**src/rtl/fetch_pkg.sv**
```systemverilog
// Shared types and constants for the instruction fetch stage.
// Optional feature macro: FETCH_PERF_EN (performance counters in instr_fetch_unit).
package fetch_pkg;

  typedef enum logic [1:0] {
    REQ   = 2'd0,
    WAIT  = 2'd1,
    HOLD  = 2'd2,
    DRAIN = 2'd3
  } fetch_state_t;

  localparam logic [31:0] FETCH_NOP     = 32'h0000_0000;
  localparam logic [31:0] PC_STEP       = 32'd4;
  localparam logic [31:0] PC_ALIGN_MASK = 32'hFFFF_FFFC;

  typedef struct packed {
    logic [31:0] instr;
    logic [31:0] pc4;
    logic        valid;
  } fetch_slot_t;

  // Build an empty (bubble) slot carrying the given NOP encoding.
  function automatic fetch_slot_t empty_slot(input logic [31:0] nop);
    fetch_slot_t s;
    s.instr = nop;
    s.pc4   = 32'h0;
    s.valid = 1'b0;
    return s;
  endfunction

endpackage

```
**src/rtl/fetch_skid_buf.sv**
```systemverilog
// Output slot plus one-entry hold buffer for the fetch stage.
// A load goes straight into the slot when the slot is free (empty or being
// consumed), otherwise into the hold entry. A consume with a waiting hold
// entry promotes it into the slot. Flush empties both and wins over all else.
// Optional feature macro: FETCH_PERF_EN (exposes a slot-load strobe).
module fetch_skid_buf
  import fetch_pkg::*;
#(
  parameter logic [31:0] NOP_INSTR = FETCH_NOP
) (
  input  logic        Clk,
  input  logic        Rst,
  input  logic        load_i,
  input  logic [31:0] load_instr_i,
  input  logic [31:0] load_pc4_i,
  input  logic        consume_i,
  input  logic        flush_i,
  output fetch_slot_t slot_o,
  output logic        busy_o
`ifdef FETCH_PERF_EN
  ,
  output logic        full_o,
  output logic        slot_load_o
`endif
);

  fetch_slot_t slot_q, slot_d;
  fetch_slot_t hold_q, hold_d;
  fetch_slot_t incoming;
  logic        slot_load;

  assign incoming = '{instr: load_instr_i, pc4: load_pc4_i, valid: 1'b1};

  // Next contents of slot and hold entry.
  always_comb begin
    slot_d    = slot_q;
    hold_d    = hold_q;
    slot_load = 1'b0;
    if (flush_i) begin
      slot_d = empty_slot(NOP_INSTR);
      hold_d = empty_slot(NOP_INSTR);
    end else if (consume_i && hold_q.valid) begin
      slot_d    = hold_q;
      hold_d    = empty_slot(NOP_INSTR);
      slot_load = 1'b1;
    end else if (load_i && (!slot_q.valid || consume_i)) begin
      slot_d    = incoming;
      slot_load = 1'b1;
    end else if (load_i) begin
      hold_d = incoming;
    end else if (consume_i) begin
      slot_d = empty_slot(NOP_INSTR);
    end
  end

  // Slot and hold registers.
  always_ff @(posedge Clk) begin
    if (Rst) begin
      slot_q <= empty_slot(NOP_INSTR);
      hold_q <= empty_slot(NOP_INSTR);
    end else begin
      slot_q <= slot_d;
      hold_q <= hold_d;
    end
  end

  assign slot_o = slot_q;
  assign busy_o = slot_q.valid;
`ifdef FETCH_PERF_EN
  assign full_o      = hold_q.valid;
  assign slot_load_o = slot_load;
`endif

endmodule

```
**src/rtl/instr_fetch_unit.sv**
```systemverilog
// Instruction fetch stage: PC, req/ack fetch FSM, and the skid buffer that
// feeds the fetch/decode register. Redirects flush and restart at the target;
// a request that is still outstanding at redirect time is drained and dropped.
// Handshake: imem_req stays high with imem_addr stable until imem_ack; an ack
// may come in the same cycle as the request. The slot is consumed in any
// cycle with valid_out=1 and stall=0.
// Optional feature macro: FETCH_PERF_EN (perf_fetched/perf_stall_cyc/perf_flushed).
module instr_fetch_unit
  import fetch_pkg::*;
#(
  parameter logic [31:0] RESET_PC  = 32'h0000_0000,
  parameter logic [31:0] NOP_INSTR = 32'h0000_0000
) (
  input  logic         Clk,
  input  logic         Rst,
  input  logic         stall,
  input  logic         redirect,
  input  logic [31:0]  redirect_pc,
  output logic         imem_req,
  output logic [31:0]  imem_addr,
  input  logic         imem_ack,
  input  logic [31:0]  imem_rdata,
  output logic [31:0]  instr_out,
  output logic [31:0]  pc_out,
  output logic         valid_out,
  output fetch_state_t dbg_state_o
`ifdef FETCH_PERF_EN
  ,
  output logic [31:0]  perf_fetched,
  output logic [31:0]  perf_stall_cyc,
  output logic [31:0]  perf_flushed
`endif
);

  fetch_state_t state_q, state_d;
  logic [31:0]  pc_q, pc_d;
  logic [31:0]  drain_addr_q, drain_addr_d;
  fetch_slot_t  slot;
  logic         slot_busy;
  logic         consume;
  logic         slot_free;
  logic         req_state;
  logic         accept;
  logic [31:0]  pc_plus4;

  assign consume   = slot_busy && !stall;
  assign slot_free = !slot_busy || !stall;
  assign req_state = (state_q == REQ) || (state_q == WAIT);
  assign accept    = req_state && imem_ack && !redirect;
  assign pc_plus4  = pc_q + PC_STEP;

`ifdef FETCH_PERF_EN
  logic hold_full;
  logic slot_load;
`endif

  fetch_skid_buf #(.NOP_INSTR(NOP_INSTR)) u_skid (
    .Clk          (Clk),
    .Rst          (Rst),
    .load_i       (accept),
    .load_instr_i (imem_rdata),
    .load_pc4_i   (pc_plus4),
    .consume_i    (consume),
    .flush_i      (redirect),
    .slot_o       (slot),
    .busy_o       (slot_busy)
`ifdef FETCH_PERF_EN
    ,
    .full_o       (hold_full),
    .slot_load_o  (slot_load)
`endif
  );

  // State, PC and drain-address registers.
  always_ff @(posedge Clk) begin
    if (Rst) begin
      state_q      <= REQ;
      pc_q         <= RESET_PC;
      drain_addr_q <= RESET_PC;
    end else begin
      state_q      <= state_d;
      pc_q         <= pc_d;
      drain_addr_q <= drain_addr_d;
    end
  end

  // Next-state logic; redirect overrides stall and ack.
  always_comb begin
    state_d = state_q;
    if (redirect) begin
      if ((state_q != HOLD) && !imem_ack) state_d = DRAIN;
      else                                state_d = REQ;
    end else begin
      case (state_q)
        REQ, WAIT: begin
          if (imem_ack) state_d = slot_free ? REQ : HOLD;
          else          state_d = WAIT;
        end
        HOLD:    if (consume)  state_d = REQ;
        DRAIN:   if (imem_ack) state_d = REQ;
        default: state_d = REQ;
      endcase
    end
  end

  // Next PC and the frozen address of a request being drained.
  always_comb begin
    pc_d         = pc_q;
    drain_addr_d = drain_addr_q;
    if (redirect) begin
      pc_d = redirect_pc & PC_ALIGN_MASK;
      if (req_state && !imem_ack) drain_addr_d = pc_q;
    end else if (accept) begin
      pc_d = pc_plus4;
    end
  end

  // Memory-side and slot outputs.
  always_comb begin
    imem_req    = !Rst && (state_q != HOLD);
    imem_addr   = (state_q == DRAIN) ? drain_addr_q : pc_q;
    instr_out   = slot.instr;
    pc_out      = slot.pc4;
    valid_out   = slot.valid;
    dbg_state_o = state_q;
  end

`ifdef FETCH_PERF_EN
  // Free-running, wrapping performance counters.
  always_ff @(posedge Clk) begin
    if (Rst) begin
      perf_fetched   <= 32'h0;
      perf_stall_cyc <= 32'h0;
      perf_flushed   <= 32'h0;
    end else begin
      if (slot_load)                           perf_fetched   <= perf_fetched + 32'd1;
      if (slot_busy && stall)                  perf_stall_cyc <= perf_stall_cyc + 32'd1;
      if (redirect && (slot_busy || hold_full)) perf_flushed   <= perf_flushed + 32'd1;
    end
  end
`endif

endmodule

```
**config.mk**
```make
export PLATFORM = sky130hd
export DESIGN_NAME = instr_fetch_unit
export DESIGN_NICKNAME = d
export VERILOG_FILES = /design/src/rtl/fetch_pkg.sv /design/src/rtl/fetch_skid_buf.sv /design/src/rtl/instr_fetch_unit.sv
export SDC_FILE = /design/constraint.sdc
export NUM_CORES = 1
export LEC_CHECK = 0
export ABC_AREA = 1
export CORE_MARGIN = 1.5
export CORE_UTILIZATION = 49
export DETAILED_ROUTE_END_ITERATION = 7
export PLACE_DENSITY_LB_ADDON = 0.3
export SLEW_MARGIN = 15
export SYNTH_ARGS = -nofsm -noshare
export SYNTH_HDL_FRONTEND = slang
export SYNTH_SLANG_ARGS = --single-unit
export TNS_END_PERCENT = 5
```
**constraint.sdc**
```tcl
create_clock -name Clk -period 4.4 [get_ports Clk]
set_input_delay 0.88 -clock Clk [delete_from_list [all_inputs] [get_ports Clk]]
set_output_delay 0.88 -clock Clk [all_outputs]
set_load 0.01 [all_outputs]
```
==> impl_metrics.csv <==
group,metric,value,unit
synthesis,ys_top_cells_by_area,"dfxtp_1 (45%), nand2_1 (15%), nor2_1 (7.7%)",
timing,hold_ws,466,ps
synthesis,synthXorXnorAreaFrac,1.73,%
drt,drc_errors,0,
worst_setup_path,crit_path_frequent_cell,"nand2_1",
synthesis,synth_area,8450,um2
synthesis,synth-simple-area-share,27.0,%
worst_setup_path,cp-end-kind,"primary output",
grt,antenna_found_initial,0,
clock_network,cts_tree,"yes",
synthesis,ys_ff_latch,188,
finish,area_growth_syn_to_layout,26.6,%
floorplan,dieArea,18000,um2
floorplan,core,16700,um2
worst_setup_path,crit_slowest_cell,"clkdlybuf4s50_1",
finish,nets,1413,
timing,finClkSkew,7.46,ps
placement,place_inst,1544,
power_and_ir_drop,pwr-share-clk,40.1,%
timing,min_period,3250,ps
power_and_ir_drop,swShare,26.4,%
clock_network,insertion_delay,440,ps
worst_setup_path,path_max_fanout,53,
synthesis,synth_top_area_share,44.6,%
timing,tightest_slew,1030,ps
floorplan,io_pins,169,
grt,grt_overflow,0,
synthesis,ys_seq_area_share,44.6,%
power_and_ir_drop,intPower,0.00270,W
timing,rsz0062_at_grt,"no",
timing,tns,0,ps
timing,finalCritPeriodShare,73.9,%
clock_network,root_buffer,"clkbuf_16",
synthesis,synthArstFlopShare,0,%
worst_setup_path,worstPathRequired,3520,ps
drt,drt_wl_total,23200,um
synthesis,synth_top_family_by_area,"simple AND/OR/NAND/NOR gates",
clock_network,cts.htree.levels,4,
drt,drt_iter0_markers,635,
floorplan,fp.dieH,134,um
power_and_ir_drop,p_switching,0.000968,W
synthesis,synth_area_per_cell,6.93,um2
drt,vias,8175,
power_and_ir_drop,leakage,4.12,nW
worst_setup_path,crit_arrival,2370,ps
power_and_ir_drop,cellPowerDensity,343,nW/um2
power_and_ir_drop,combPwrFrac,11.1,%
finish,final_cells,1575,
clock_network,cts_hold_buf,0,
grt,grt_pass1_wl,37200,um
synthesis,synth-compound-area-share,18.4,%
drt,antenna_left,0,
flow_run,maxCapViolations,0,
synthesis,synth-adder-area-share,0.148,%
clock_network,clock-sinks,188,
grt,grt_pass1_vias,7406,
timing,drv_slew,0,
power_and_ir_drop,power_frac_seq,48.8,%
floorplan,rows,47,
placement,hpwl,15700,um
synthesis,syn_inst,1219,
synthesis,yosysWarnings,0,
synthesis,yosysMostFrequentCell,"nand2_1",
synthesis,synth.area.mux_share,0,%
floorplan,chipWidth,134,um
clock_network,cts_setup_buffers,0,
clock_network,clk_pin_slew_worst_paths,70,ps
timing,finalSetupViolCount,0,
synthesis,synth_ff_type,"dfxtp_1",
timing,finalHoldViolations,0,
synthesis,yosys.area.top_type,"dfxtp_1",
clock_network,cts_buffers,17,
timing,fmaxAchievable,0.308,GHz
min_path,holdCritPathClass,"flop to flop",
clock_network,cts_buffer_depth,2,
timing,slew_headroom,31.5,%
finish,drive_gt1_share,5.54,%
worst_setup_path,path_cells,"nand2_1 > inv_1 > buf_4 > nand2_1 > o21ai_0 > clkdlybuf4s50_1",
run_status,outcome,"finished, final reports clean",
grt,grtUsageTotal,25.8,%
synthesis,synthTopCellsByCount,"nand2_1 (340), dfxtp_1 (188), nor2_1 (173)",
placement,portBuffers,162,
worst_setup_path,startpoint_type,"flop",
drt,drt_pre_antenna_iters,5,
worst_setup_path,crit_path_max_incr_delay,590,ps
finish,n_antenna_cell,0,
drt,viasPerCell,5.19,
drt,wl_per_cell,14.7,um
floorplan,initial_core_util,50.6,%
placement,place_congestion,0.913,
power_and_ir_drop,irDropWorstVdd,0.000286,V
synthesis,synth_edf_count,0,
synthesis,synthDistinctLibCells,30,
worst_setup_path,path_class,"flop to primary output",
grt,grt_max_degree,55,
clock_network,ctsResizeCount,0,
## worst paths after layout
check        cells after the start  slack (ps)                              to                         start
max reg2reg                      9        1900  u_skid.hold_q[12]$_SDFFE_PP0P_   dbg_state_o[1]$_SDFFE_PP0P_
max                              6        1150                   imem_addr[18]   dbg_state_o[1]$_SDFFE_PP0P_
min reg2reg                      2         470    drain_addr_q[6]$_SDFFE_PP0P_  drain_addr_q[6]$_SDFFE_PP0P_
min                              2         470    drain_addr_q[6]$_SDFFE_PP0P_  drain_addr_q[6]$_SDFFE_PP0P_
## power by group through the flow
| stage | registers (W) | clock network, W | logic (W) |
|---|---|---|---|
| after global routing | 0.00180 | 0.00155 | 0.000444 |
| after CTS | 0.00179 | 0.00148 | 0.000407 |
| after global placement | 0.00183 | 0 | 0.000401 |
| after detailed placement | 0.00183 | 0 | 0.000404 |
| after floorplan | 0.00183 | 0 | 0.000210 |
| final | 0.00179 | 0.00147 | 0.000406 |
## area by class of cell
cell class	instances	area [um2]
inverter	88	330
fill	1511	6010
clock buffer	19	453
tap	220	275
clock inverter	12	103
multi-input combinational	868	4020
timing repair buffer	180	1750
sequential	188	3760
## flip-flops by register name, indices dropped and copies added (netlist names)
signal,flops
u_skid.hold_q,63
drain_addr_q,30
u_skid.slot_o,62
dbg_state_o,2
u_skid.busy_o,1
pc_q,30
## critical path, delay by kind of cell, from the launching register on
kind                   cells  cell delay (ps)
AO/OA/AOI/OAI              1              130
buffers and inverters      3             1140
flip-flops                 1              400
AND/OR/NAND/NOR            2              250
## metrics by stage
| step | worst slack, ps | area [um2] | power (W) | util (%) |
|---|---|---|---|---|
| after floorplan | 2060 | 8460 | 0.00204 | - |
| after global placement | 913 | 10100 | 0.00223 | 60.7 |
| after detailed placement | 861 | 10100 | 0.00223 | 60.7 |
| after CTS | 1140 | 10700 | 0.00367 | 64.0 |
| after global routing | 910 | 10700 | 0.00379 | 64.0 |
| final | 1150 | 10700 | 0.00366 | 64.0 |
## cell families after synthesis
family / count (synthesis)
AND/OR/NAND/NOR: 567
AO/OA/AOI/OAI: 281
flip-flops: 188
buffers and inverters: 166
XOR/XNOR: 15
adder cells (fa/ha/maj): 1
other: 1
## cell usage in the layout, fill, tap and decap left out, drive strengths merged, types with 2 or more instances in the layout
master / n
nand2: 344
o21ai: 125
nor3: 3
a21o: 6
clkinvlp: 2
a211oi: 26
clkinv: 4
inv: 94
xor2: 14
dfxtp: 188
clkbuf: 19
nand3: 32
buf: 19
clkdlybuf4s50: 161
and2: 3
a21oi: 73
conb: 4
nor2: 185
a31oi: 51
## per-layer routing
metal / GRT usage (%) / vias to the layer above / part of all wire [%]
met4: 11.0 / 0 / 3.2
met1: 34.0 / 3731 / 45
li1: - / 4169 / -
met2: 42.2 / 227 / 47
met5: 0 / - / 0
met3: 4.20 / 48 / 4.3
Power figures use the tool's default switching activity.
